--- src/rtl/rr_req_arbiter16_if.sv ---
// Request/grant bundle between the round-robin arbiter and its requesters and encoder.
interface rr_req_arbiter16_if;
    localparam int unsigned NREQ = 16;
    localparam int unsigned CNTW = 5;

    logic [NREQ-1:0] req;
    logic            grant_ready;
    logic [NREQ-1:0] grant;
    logic            grant_en;
    logic [NREQ-1:0] pending;
    logic [CNTW-1:0] pend_cnt;
    logic            ovf;

    // Arbiter side
    modport master (
        input  req, grant_ready,
        output grant, grant_en, pending, pend_cnt, ovf
    );

    // Requester / encoder side
    modport slave (
        output req, grant_ready,
        input  grant, grant_en, pending, pend_cnt, ovf
    );
endinterface

--- src/rtl/rr_req_arbiter16.sv ---
// Sticky-pending round-robin arbiter feeding a 16-to-4 encoder with a registered one-hot grant.
module rr_req_arbiter16 (
    input  logic                 clk,
    input  logic                 rst_n,
    rr_req_arbiter16_if.master   bus
);
    localparam int unsigned NREQ = 16;
    localparam int unsigned PTRW = 4;
    localparam int unsigned CNTW = 5;

    typedef enum logic {IDLE = 1'b0, GRANT = 1'b1} state_t;

    state_t          state_q, state_d;
    logic [NREQ-1:0] grant_q, grant_d;
    logic [NREQ-1:0] pending_q, pending_d;
    logic [CNTW-1:0] cnt_q, cnt_d;
    logic            ovf_q, ovf_d;
    logic [PTRW-1:0] ptr_q, ptr_d;

    logic            accept_c;
    logic [NREQ-1:0] clr_c;
    logic [NREQ-1:0] cand_c;
    logic [PTRW-1:0] gidx_c;
    logic [PTRW-1:0] start_c;
    logic [NREQ-1:0] pick_c;

    // Lowest set bit of c at or above start, wrapping; result is one-hot or zero.
    function automatic logic [NREQ-1:0] rr_pick(input logic [NREQ-1:0] c,
                                                input logic [PTRW-1:0] start);
        logic [2*NREQ-1:0] dbl;
        logic [NREQ-1:0]   rot;
        logic [NREQ-1:0]   first;
        logic [2*NREQ-1:0] back;
        dbl   = {c, c} >> start;
        rot   = dbl[NREQ-1:0];
        first = rot & (~rot + NREQ'(1));
        back  = {first, first} << start;
        return back[2*NREQ-1:NREQ];
    endfunction

    always_comb begin
        accept_c = (state_q == GRANT) & bus.grant_ready;
        clr_c    = accept_c ? grant_q : '0;
        cand_c   = pending_q & ~grant_q;
    end

    // Grant is one-hot, so OR-ing indices recovers its position.
    always_comb begin
        gidx_c = '0;
        for (int i = 0; i < NREQ; i++) begin
            if (grant_q[i]) gidx_c = gidx_c | PTRW'(i);
        end
    end

    always_comb begin
        pending_d = (pending_q & ~clr_c) | bus.req;
        ovf_d     = ovf_q | (|(bus.req & pending_q & ~clr_c));
        cnt_d     = '0;
        for (int i = 0; i < NREQ; i++) begin
            cnt_d = cnt_d + CNTW'(pending_d[i]);
        end
        ptr_d   = accept_c ? (gidx_c + PTRW'(1)) : ptr_q;
        start_c = ptr_d;
        pick_c  = rr_pick(cand_c, start_c);
    end

    // Next-state and next grant; grant only changes from IDLE or on accept.
    always_comb begin
        state_d = state_q;
        grant_d = grant_q;
        case (state_q)
            IDLE: begin
                if (|cand_c) begin
                    grant_d = pick_c;
                    state_d = GRANT;
                end
            end
            GRANT: begin
                if (accept_c) begin
                    if (|cand_c) begin
                        grant_d = pick_c;
                    end else begin
                        grant_d = '0;
                        state_d = IDLE;
                    end
                end
            end
            default: begin
                grant_d = '0;
                state_d = IDLE;
            end
        endcase
    end

    always_ff @(posedge clk or negedge rst_n) begin
        if (!rst_n) begin
            state_q   <= IDLE;
            grant_q   <= '0;
            pending_q <= '0;
            cnt_q     <= '0;
            ovf_q     <= 1'b0;
            ptr_q     <= '0;
        end else begin
            state_q   <= state_d;
            grant_q   <= grant_d;
            pending_q <= pending_d;
            cnt_q     <= cnt_d;
            ovf_q     <= ovf_d;
            ptr_q     <= ptr_d;
        end
    end

    assign bus.grant    = grant_q;
    assign bus.grant_en = (state_q == GRANT);
    assign bus.pending  = pending_q;
    assign bus.pend_cnt = cnt_q;
    assign bus.ovf      = ovf_q;
endmodule

--- src/flat_wrapper.sv ---
// flat-port wrapper written by rule: the top's interface ports become plain ports
module rr_req_arbiter16_flat 
  (clk, rst_n, bus_req, bus_grant_ready, bus_grant, bus_grant_en, bus_pending, bus_pend_cnt, bus_ovf);
  rr_req_arbiter16_if bus_i ();
  input  logic clk;
  input  logic rst_n;
  input wire logic [$bits(bus_i.req)-1:0] bus_req;
  input wire logic [$bits(bus_i.grant_ready)-1:0] bus_grant_ready;
  output wire logic [$bits(bus_i.grant)-1:0] bus_grant;
  output wire logic [$bits(bus_i.grant_en)-1:0] bus_grant_en;
  output wire logic [$bits(bus_i.pending)-1:0] bus_pending;
  output wire logic [$bits(bus_i.pend_cnt)-1:0] bus_pend_cnt;
  output wire logic [$bits(bus_i.ovf)-1:0] bus_ovf;
  assign bus_i.req = bus_req;
  assign bus_i.grant_ready = bus_grant_ready;
  assign bus_grant = bus_i.grant;
  assign bus_grant_en = bus_i.grant_en;
  assign bus_pending = bus_i.pending;
  assign bus_pend_cnt = bus_i.pend_cnt;
  assign bus_ovf = bus_i.ovf;
  rr_req_arbiter16 u_core (.clk(clk), .rst_n(rst_n), .bus(bus_i));
endmodule
--- config.mk ---
export PLATFORM = sky130hd
export DESIGN_NAME = rr_req_arbiter16_flat
export DESIGN_NICKNAME = d
export VERILOG_FILES = /design/src/rtl/rr_req_arbiter16_if.sv /design/src/rtl/rr_req_arbiter16.sv /design/src/flat_wrapper.sv
export SDC_FILE = /design/constraint.sdc
export NUM_CORES = 1
export LEC_CHECK = 0
export ABC_AREA = 1
export CAP_MARGIN = 0
export CORE_MARGIN = 1
export CORE_UTILIZATION = 60
export DETAILED_ROUTE_END_ITERATION = 12
export PLACE_DENSITY_LB_ADDON = 0.1
export RECOVER_POWER = 50
export SYNTH_ARGS = -nofsm -noshare
export SYNTH_HDL_FRONTEND = slang
export SYNTH_SLANG_ARGS = --single-unit
export TNS_END_PERCENT = 10
--- constraint.sdc ---
create_clock -name clk -period 10.95 [get_ports clk]
set_clock_uncertainty 0.15 [all_clocks]
set_input_delay 1.6425 -clock clk [delete_from_list [all_inputs] [get_ports clk]]
set_output_delay 1.6425 -clock clk [all_outputs]
set_load 0.005 [all_outputs]
==> flow_metrics.env <==
export IMPL_status="finished, violations left"
export IMPL_violations="max-capacitance violations, max-slew violations"
export IMPL_area_growth_synth_to_final_pct=11.05
export IMPL_cap_viol_max_count=1
export IMPL_rows=32
export IMPL_synthCells=775
export IMPL_grt_met1_usage=0.4966
export IMPL_max_stage_delay_ns=0.55
export IMPL_cts_sinks=43
export IMPL_ys_warn_count=0
export IMPL_crit_top_cell="fa_1"
export IMPL_peakVddDrop_uv=260.1
export IMPL_fin_area_mm2=0.005468
export IMPL_clockBufferDepth=2
export IMPL_initial_core_util=0.6274
export IMPL_wirelength_um=15420
export IMPL_ios=58
export IMPL_period_share=0.6220
export IMPL_placed_area_mm2=0.005365
export IMPL_avgSynthCellArea_um2=6.353
export IMPL_critPathBufInv=4
export IMPL_cp_end_kind="register"
export IMPL_max_freq_ghz=0.1468
export IMPL_worst_slew_pin_slew_ns=2.308
export IMPL_fin_crit_ns=6.811
export IMPL_cts_buffers_inserted=5
export IMPL_grt_max_degree=44
export IMPL_clk_latency_ns=0.30
export IMPL_hpwl_um=11610
export IMPL_hp_class="register to register"
export IMPL_core_mm2=0.007848
export IMPL_slew_violations=44
export IMPL_die_w_um=92.59
export IMPL_nNetsFinal=837
export IMPL_htreeDepth=2
export IMPL_antenna_found_initial=0
export IMPL_detail_route_antenna_nets=0
export IMPL_cts_resized=0
export IMPL_num_antenna_cells=0
export IMPL_hold_start="u_core.bus.ovf$_DFF_PN0_"
export IMPL_clk_pin_slew_ns=0.08
export IMPL_clock_root_buffer="clkbuf_8"
export IMPL_synth_edf_count=0
export IMPL_relSlewSlack=-0.5383
export IMPL_io_buffers=57
export IMPL_async_flop_share=1.000
export IMPL_wire_per_inst_um=17.06
export IMPL_hold_end="u_core.bus.ovf$_DFF_PN0_"
export IMPL_cts_tree="done"
export IMPL_p_leak_uw=0.002612
export IMPL_fp_dieArea_mm2=0.008572
export IMPL_r2r_slack_ns=5.58
export IMPL_fin_tns_setup_ns=0
export IMPL_hold_viol=0
export IMPL_crit_path_start="bus_grant_ready"
export IMPL_grt_pass1_wl_um=25120
export IMPL_seq_area_frac_synth=0.2186
export IMPL_cp_cell_sequence="dlygate4sd3_1 -> nand2_1 -> a21oi_1 -> inv_1 -> or2_2 -> ha_1 -> fa_1 -> inv_1 -> fa_1 -> inv_1 -> fa_1 -> fa_1 -> fa_1 -> fa_1 -> xor2_1"
export IMPL_synth_fp_nets=810
export IMPL_post_route_drc_count=0
export IMPL_track_usage=0.3733
export IMPL_rr_worst_depth=14
export IMPL_cp_max_fo=21
export IMPL_first_pass_iters=6
export IMPL_p_per_area_mw_per_mm2=369.8
export IMPL_die_h_um=92.59
export IMPL_num_vias=5667
export IMPL_synth_area_mm2=0.004923
export IMPL_overflow=0
export IMPL_rr_endpoint="u_core.bus.pend_cnt[2]$_DFF_PN0_"
export IMPL_gp_congestion=0.9943
export IMPL_drive_gt1_frac=0.08853
export IMPL_hold_depth=2
export IMPL_setup_viol=0
export IMPL_drt_iter0_markers=619
export IMPL_crit_family="adder cells"
export IMPL_vias_per_cell=6.269
export IMPL_yosysUniqueCellTypes=41
export IMPL_critical_path_class="input pin to register"
export IMPL_cpMaxStageDelayCell="dlygate4sd3_1"
export IMPL_grt_pass1_vias=5275
export IMPL_synthFlopType="dfrtp_1"
export IMPL_grt_setup_unrepaired="false"
export IMPL_met3_usage=0.06158
export IMPL_reg2reg_from="u_core.bus.grant_en$_DFF_PN0_"
export IMPL_top_usage_layer="met2"
export IMPL_grt_met2_usage=0.5951
export IMPL_required_ns=10.99
export IMPL_post_cts_setup_buffers=0
export IMPL_hold_buffers=0
export IMPL_synth_seq_cells=43
export IMPL_arrival_ns=6.85
export IMPL_crit_path_start_kind="input pin"
==> synthesized netlist by cell type, types with 8 or more instances <==
library cell,number,area [um^2]
nor2_1,49,183.9
buf_6,8,90.09
a21oi_1,15,75.07
dfrtp_1,43,1076
inv_1,76,285.3
nand2_2,15,93.84
nand4_1,14,87.58
nand2_1,152,570.6
buf_2,15,75.07
nand3_1,288,1441
nand3_2,11,110.1
or2_2,11,68.82
fa_1,10,200.2
==> worst max path at each step <==
| stage | endpoint | slack, ns | depth (start not counted) |
|---|---|---|---|
| 2_1_floorplan | u_core.bus.pend_cnt[2]$_DFF_PN0_ | 4.88 | 16 |
| 3_3_place_gp | u_core.bus.pend_cnt[2]$_DFF_PN0_ | 4.31 | 15 |
| 3_5_place_dp | u_core.bus.pend_cnt[2]$_DFF_PN0_ | 4.18 | 15 |
| 4_1_cts | u_core.bus.pend_cnt[2]$_DFF_PN0_ | 4.50 | 15 |
| 5_1_grt | u_core.bus.pend_cnt[2]$_DFF_PN0_ | 3.95 | 15 |
| 6_report | u_core.bus.pend_cnt[2]$_DFF_PN0_ | 4.14 | 15 |
==> per-layer routing <==
layer | vias to the layer above | routed length [um]
met5 | - | 0
met4 | 0 | 550
met3 | 47 | 1560
met2 | 322 | 6990
met1 | 2651 | 6316
li1 | 2647 | -
==> placed cells by master, fill, tap and decap left out, types with 6 or more instances in the layout <==
master | Yosys | final
a21oi_1 | 15 | 15
clkdlybuf4s50_1 | 0 | 38
dfrtp_1 | 43 | 43
dlygate4sd3_1 | 0 | 18
fa_1 | 10 | 10
ha_1 | 6 | 6
inv_1 | 76 | 76
nand2_1 | 152 | 153
nand2_2 | 15 | 14
nand3_1 | 288 | 288
nand3_2 | 11 | 11
nand4_1 | 14 | 14
nor2_1 | 49 | 49
nor2_2 | 6 | 6
or2_2 | 11 | 11
==> sequential cells by signal, indices dropped and copies added, names as in the netlist <==
| name | cells |
|---|---|
| u_core.bus.grant | 16 |
| u_core.bus.grant_en | 1 |
| u_core.bus.ovf | 1 |
| u_core.bus.pend_cnt | 5 |
| u_core.bus.pending | 16 |
| u_core.ptr_q | 4 |
==> power by group <==
| group | internal, uW | total [uW] | switching [uW] | leakage (uW) |
|---|---|---|---|---|
| logic | 534 | 1630 | 1090 | 0.00208 |
| clock network | 66.7 | 122 | 55.1 | 0.0000502 |
| registers | 213 | 272 | 59.2 | 0.000484 |
==> metrics by stage <==
step	hold slack, ns	utilization	instances	worst slack [ns]	total power, uW
global route	0.4023	0.6967	904	3.954	2210
CTS	0.3799	0.6972	904	4.504	1990
finish	0.3735	0.6967	904	4.139	2022
global placement	0.3649	0.6837	897	4.311	1803
floorplan	0.3445	-	775	4.878	1507
detailed placement	0.3455	0.6837	897	4.178	1861
==> worst register-to-register path: stages, from the launching register on <==
cell and delay (ns):
dfrtp_1 0.42, nand2_1 0.56, a21oi_1 0.33, inv_1 0.08, or2_2 0.30, ha_1 0.33
fa_1 0.48, inv_1 0.06, fa_1 0.54, inv_1 0.05, fa_1 0.51, fa_1 0.43
fa_1 0.41, fa_1 0.42, xor2_1 0.18
==> logic make-up after synthesis <==
kind of cell	Yosys count	share of synthesized area
and+or+nand+nor	563	0.5675
buffers and inverters	122	0.1164
DFF	43	0.2186
AOI/OAI and AO/OA	29	0.03812
adders and majority gates	16	0.05591
xor gates and xnor gates	2	0.003558
==> area by class of cell <==
| class | instances | area [um^2] |
|---|---|---|
| Multi-Input combinational cell | 610 | 3272 |
| Timing Repair Buffer | 57 | 564.3 |
| Clock buffer | 5 | 68.82 |
| Inverter | 85 | 321.6 |
| Clock inverter | 2 | 37.54 |
| Fill cell | 681 | 2380 |
| Tap cell | 102 | 127.6 |
| Sequential cell | 43 | 1076 |
No activity file was read; power rests on OpenSTA's default activity.
